File: src/rtl/aes_sbox_sched.sv
// Issue scheduler for a shared pipelined masked AES S-box: two-port arbitration with
// anti-starvation, randomness streaming, and a tag pipeline that routes results home.
module aes_sbox_sched #(
  parameter int SHARES     = 2,
  parameter int LATENCY    = 5,
  parameter int RNDZ_W     = 18,
  parameter int RNDB_W     = 16,
  parameter int STARVE_MAX = 3
) (
  input  logic                ClkxCI,
  input  logic                RstxBI,
  input  logic                Req0ValidxSI,
  output logic                Req0ReadyxSO,
  input  logic [8*SHARES-1:0] Req0DataxDI,
  input  logic [3:0]          Req0IdxDI,
  input  logic                Req1ValidxSI,
  output logic                Req1ReadyxSO,
  input  logic [8*SHARES-1:0] Req1DataxDI,
  input  logic [3:0]          Req1IdxDI,
  output logic                Rsp0ValidxSO,
  output logic                Rsp1ValidxSO,
  output logic [8*SHARES-1:0] RspDataxDO,
  output logic [3:0]          RspIdxDO,
  input  logic                RndValidxSI,
  output logic                RndReadyxSO,
  input  logic [RNDZ_W-1:0]   RndZxDI,
  input  logic [RNDB_W-1:0]   RndBxDI,
  output logic [8*SHARES-1:0] SboxXxDO,
  output logic [RNDZ_W-1:0]   SboxZxDO,
  output logic [RNDB_W-1:0]   SboxBxDO,
  input  logic [8*SHARES-1:0] SboxQxDI,
  input  logic                FlushxSI,
  output logic                BusyxSO,
  output logic                RndErrxSO
);

  localparam int DW = 8 * SHARES;
  localparam int CW = $clog2(STARVE_MAX + 1);
  localparam logic [CW-1:0] STARVE_TOP = CW'(STARVE_MAX);

  logic               issue_s;
  logic               grant1_s;
  logic               any_tag_s;
  logic               rnd_ready_s;
  logic               rsp_ok_s;
  logic               starve_full_s;
  logic [LATENCY-1:0] tag_valid_r;
  logic [LATENCY-1:0] tag_src_r;
  logic [3:0]         tag_idx_r [LATENCY];
  logic [CW-1:0]      starve_r;
  logic               rnd_err_r;

  // Arbitration, issue qualification and response qualification
  always_comb begin
    any_tag_s     = |tag_valid_r;
    starve_full_s = (starve_r == STARVE_TOP);
    grant1_s      = Req1ValidxSI & (~Req0ValidxSI | starve_full_s);
    issue_s       = RstxBI & RndValidxSI & ~FlushxSI & (Req0ValidxSI | Req1ValidxSI);
    rnd_ready_s   = RstxBI & RndValidxSI & (issue_s | any_tag_s);
    rsp_ok_s      = RstxBI & ~FlushxSI & tag_valid_r[LATENCY-1];
  end

  // Handshake, S-box drive and response outputs; idle buses are forced to zero
  always_comb begin
    Req0ReadyxSO = issue_s & ~grant1_s;
    Req1ReadyxSO = issue_s & grant1_s;
    RndReadyxSO  = rnd_ready_s;
    BusyxSO      = RstxBI & (issue_s | any_tag_s);
    Rsp0ValidxSO = rsp_ok_s & ~tag_src_r[LATENCY-1];
    Rsp1ValidxSO = rsp_ok_s & tag_src_r[LATENCY-1];
    RspIdxDO     = tag_idx_r[LATENCY-1];
    SboxXxDO     = {DW{1'b0}};
    SboxZxDO     = {RNDZ_W{1'b0}};
    SboxBxDO     = {RNDB_W{1'b0}};
    RspDataxDO   = {DW{1'b0}};
    if (issue_s) begin
      if (grant1_s) begin
        SboxXxDO = Req1DataxDI;
      end else begin
        SboxXxDO = Req0DataxDI;
      end
    end else begin
      SboxXxDO = {DW{1'b0}};
    end
    if (rnd_ready_s) begin
      SboxZxDO = RndZxDI;
      SboxBxDO = RndBxDI;
    end else begin
      SboxZxDO = {RNDZ_W{1'b0}};
      SboxBxDO = {RNDB_W{1'b0}};
    end
    if (rsp_ok_s) begin
      RspDataxDO = SboxQxDI;
    end else begin
      RspDataxDO = {DW{1'b0}};
    end
  end

  assign RndErrxSO = rnd_err_r;

  // Tag pipeline, starvation counter and sticky randomness error
  always_ff @(posedge ClkxCI) begin
    if (!RstxBI) begin
      tag_valid_r <= {LATENCY{1'b0}};
      tag_src_r   <= {LATENCY{1'b0}};
      for (int i = 0; i < LATENCY; i++) begin
        tag_idx_r[i] <= 4'h0;
      end
      starve_r  <= {CW{1'b0}};
      rnd_err_r <= 1'b0;
    end else begin
      // The S-box never stalls, so tags advance every cycle whether valid or not
      for (int i = LATENCY - 1; i > 0; i--) begin
        tag_src_r[i] <= tag_src_r[i-1];
        tag_idx_r[i] <= tag_idx_r[i-1];
      end
      tag_src_r[0] <= grant1_s;
      tag_idx_r[0] <= grant1_s ? Req1IdxDI : Req0IdxDI;
      if (FlushxSI) begin
        tag_valid_r <= {LATENCY{1'b0}};
      end else begin
        for (int i = LATENCY - 1; i > 0; i--) begin
          tag_valid_r[i] <= tag_valid_r[i-1];
        end
        tag_valid_r[0] <= issue_s;
      end
      if (FlushxSI || !Req1ValidxSI || (issue_s && grant1_s)) begin
        starve_r <= {CW{1'b0}};
      end else if (!starve_full_s) begin
        starve_r <= starve_r + CW'(1);
      end else begin
        starve_r <= starve_r;
      end
      if (any_tag_s && !RndValidxSI) begin
        rnd_err_r <= 1'b1;
      end else begin
        rnd_err_r <= rnd_err_r;
      end
    end
  end

endmodule

File: config.mk
export PLATFORM = sky130hd
export DESIGN_NAME = aes_sbox_sched
export DESIGN_NICKNAME = d
export VERILOG_FILES = /design/src/rtl/aes_sbox_sched.sv
export SDC_FILE = /design/constraint.sdc
export NUM_CORES = 1
export LEC_CHECK = 0
export ABC_AREA = 0
export CORE_UTILIZATION = 31
export DETAILED_ROUTE_END_ITERATION = 6
export PLACE_DENSITY = 0.85
export RECOVER_POWER = 50
export SLEW_MARGIN = 20
export SYNTH_ARGS = -nofsm -noshare
export SYNTH_HDL_FRONTEND = slang
export SYNTH_SLANG_ARGS = --single-unit
File: constraint.sdc
create_clock -name ClkxCI -period 2.5 [get_ports ClkxCI]
set_input_delay 0.25 -clock ClkxCI [delete_from_list [all_inputs] [get_ports ClkxCI]]
set_output_delay 0.25 -clock ClkxCI [all_outputs]
set_load 0.005 [all_outputs]
==> impl_results.md <==
- Status: complete, no violations
- I/O Pins: around 170
- Via count: 1950
- Maximum VDD drop: 0.000293 V
- Capturing point of the worst reg2reg path: tag_idx_r[0][2]$_SDFF_PN0_
- Most used flip-flop cell after synthesis: dfxtp_1
- Final Non-Filler Cells: 424
- Wire length on met1: 2.18 mm
- Die height: 75.8 um
- Critical Path Stages: 5
- Setup ws final: 0.106 ns
- Antenna violations before repair: 0
- Post-route ant nets: 0
- Ys Warns: 0
- Largest net degree at the start of global routing: 37
- CP dominant cell by count: clkdlybuf4s50_1
- Routed wl met2: 2.99 mm
- Via density: 4.60
- Period minus WS final: 2.39 ns
- Clk sinks: 33
- Clock buffer depth: 2
- Crit path capture: SboxBxDO[10]
- CP Class: input pin to output pin
- Critical Path End Type: output pin
- CTS H-tree depth: 2
- Count of cell types in the netlist: 27
- Clock transition at path regs: about 0.060 ns
- Cell family with most CP delay: buffers and inverters
- Gpl congestion: around 0.76
- Post-CTS Resized: 0
- Top sig layer: met4
- Gr ovfl total: 0
- Row count: 26
- RSZ-0062 raised after global routing: no
- Critical Path Slowest Stage Cell: clkdlybuf4s50_1
- Setup crit start: FlushxSI
- Pins Over Slew Limit: 0
- Nets@finish: 450
- Mapped Cells: about 180
- DP Area: between 0.003 and 0.004 mm2
- Seq/Total Area, Yosys: 39.1%
- Final WL: 5.68 mm
- IO buf count: 172
- Final Cell Area: 0.00362 mm2
- Worst hold slack: around 0.43 ns
- Crit path largest cell delay: 0.61 ns
- Total power: around 1.3 mW
- Die extent in x: 75.8 um
- DR WL met3: 459 um
- CTS Buf Count: 5
- CP Data Required Time: 2.25 ns
- Hold Violations, Final: 0
- GRT Total Usage: ~18%
- CP max FO: 36
- Pre-CTS worst setup slack: approximately 0.086 ns
- Share of flip-flops with an asynchronous set or reset: 0%
- Syn nets: 279
- Syn avg cell area: approximately 9 um2
- Vias in the first global route: 1757
- Starting density of the core: 32.6%
- Leakage power: 1.59 nW
- Yosys reg bits: 33
- Maximum capacitance violations: 0
- Root Buffer: clkbuf_8
- Synth area leaders: dfxtp_1, and3_1, and2_1
- Count of final setup violators: 0
- Drt drc: 0
- Setup TNS Final: 0 ns
- Period utilization: between 90% and 100%
- Number of synthesized flops with an enable pin: 0
- Slew headroom: 71.7%
- CTS tree: built
- Routed WL per cell: 13.4 um
- First drt pass iteration count: 4
- Placed cells: 416
- Measured slew at the worst slew-check pin: 0.420 ns
- DRT iter0 DRCs: 69
- Buf+Inv Stages, Crit Path: 3
- Post-CTS setup buffers: 0
- Diode count: 0
- First-pass GRT wire length: about 8.0 mm
- Count leader, synth: and3_1
- Largest area contributor in the netlist: dfxtp_1
- Die Footprint: roughly 0.0057 mm2
- Synthesized area: 0.00169 mm2
- Yosys top cell area share: 39.1%
- Critical-path cell list: clkdlybuf4s50_1 -> o311ai_4 -> buf_12 -> and3_1 -> clkdlybuf4s50_1
- Worst Path Arrival: 2.14 ns
- Register-to-register setup slack: 1.09 ns
- Core area: 0.00517 mm2
- Layout cell share with drive strength beyond 1: ~8.8%
- Cells on worst reg2reg path: 5
- Post-CTS Hold Fix Bufs: 0
- Final Skew: ~0.0043 ns
- Cell Pwr Density: ~370 mW/mm2
- Commonest cells post-synth: and3_1, dfxtp_1, and2_1, a22o_2, clkbuf_1
- WHS Path Cells: 1
- Syn-to-layout area delta: 114%
- CP Launch Type: input pin
- Post-layout util: 70.0%
- F_max: 418 MHz
- HP Class: register to register
- Later-pin clock latency in the skew report: approximately 0.28 ns
- Worst r2r src: starve_r[0]$_SDFFE_PP0N_
- DPL Wire Length: 4.50 mm
==> kinds of logic after synthesis <==
kind of cell,share of synthesized area (%)
xor gates and xnor gates,0.519
AOI/OAI and AO/OA,17.1
muxes,0.593
adders and majority gates,0.741
buffers and inverters,7.64
and+or+nand+nor,34.3
DFF,39.1
==> state kept, by name, indices dropped and copies added, names as in the netlist <==
signal,cells
tag_idx_r,20
tag_valid_r,5
tag_src_r,5
starve_r,2
RndErrxSO,1
==> placed cells by master (no fill, tap or decap), drive strengths merged, types with 5 or more instances in the layout <==
| cell | Yosys | final |
|---|---|---|
| buf | 11 | 9 |
| and3 | 51 | 51 |
| clkbuf | 9 | 10 |
| a21oi | 5 | 5 |
| dlygate4sd3 | 0 | 12 |
| a22o | 16 | 16 |
| dfxtp | 33 | 33 |
| clkdlybuf4s50 | 0 | 160 |
| and2 | 27 | 27 |
==> final cells by class <==
type / count / area (um2)
clock buffers: 7 / 86.3
clock inverters: 1 / 30.0
fillers: 410 / 1550
inverters: 4 / 15.0
multi-input cells: 125 / 901
flip-flops and latches: 33 / 661
well taps: 70 / 87.6
repair buffers: 184 / 1840
==> power by group <==
| group | internal [mW] | switching [mW] | leakage [nW] |
|---|---|---|---|
| Clock | 0.325 | 0.183 | 0.0585 |
| Sequential | 0.541 | 0.00373 | 0.269 |
| Combinational | 0.200 | 0.0859 | 1.26 |
| Total | 1.07 | 0.273 | 1.59 |
==> routing by layer <==
metal,track usage (%),vias to the layer above
li1,-,988
met1,21.3,869
met3,5.56,6
met4,4.73,0
met2,32.9,87
met5,0,-
==> worst min path at each step <==
stage | startpoint | to
floorplan | FlushxSI | tag_valid_r[0]$_SDFF_PP0_
global placement | tag_idx_r[0][3]$_SDFF_PN0_ | tag_idx_r[0][7]$_SDFF_PN0_
detailed placement | tag_idx_r[0][4]$_SDFF_PN0_ | tag_idx_r[0][8]$_SDFF_PN0_
CTS | tag_idx_r[0][4]$_SDFF_PN0_ | tag_idx_r[0][8]$_SDFF_PN0_
global route | tag_idx_r[0][12]$_SDFF_PN0_ | tag_idx_r[0][16]$_SDFF_PN0_
finish | tag_idx_r[0][4]$_SDFF_PN0_ | tag_idx_r[0][8]$_SDFF_PN0_
Note: power is estimated with default switching activity, not from simulation.
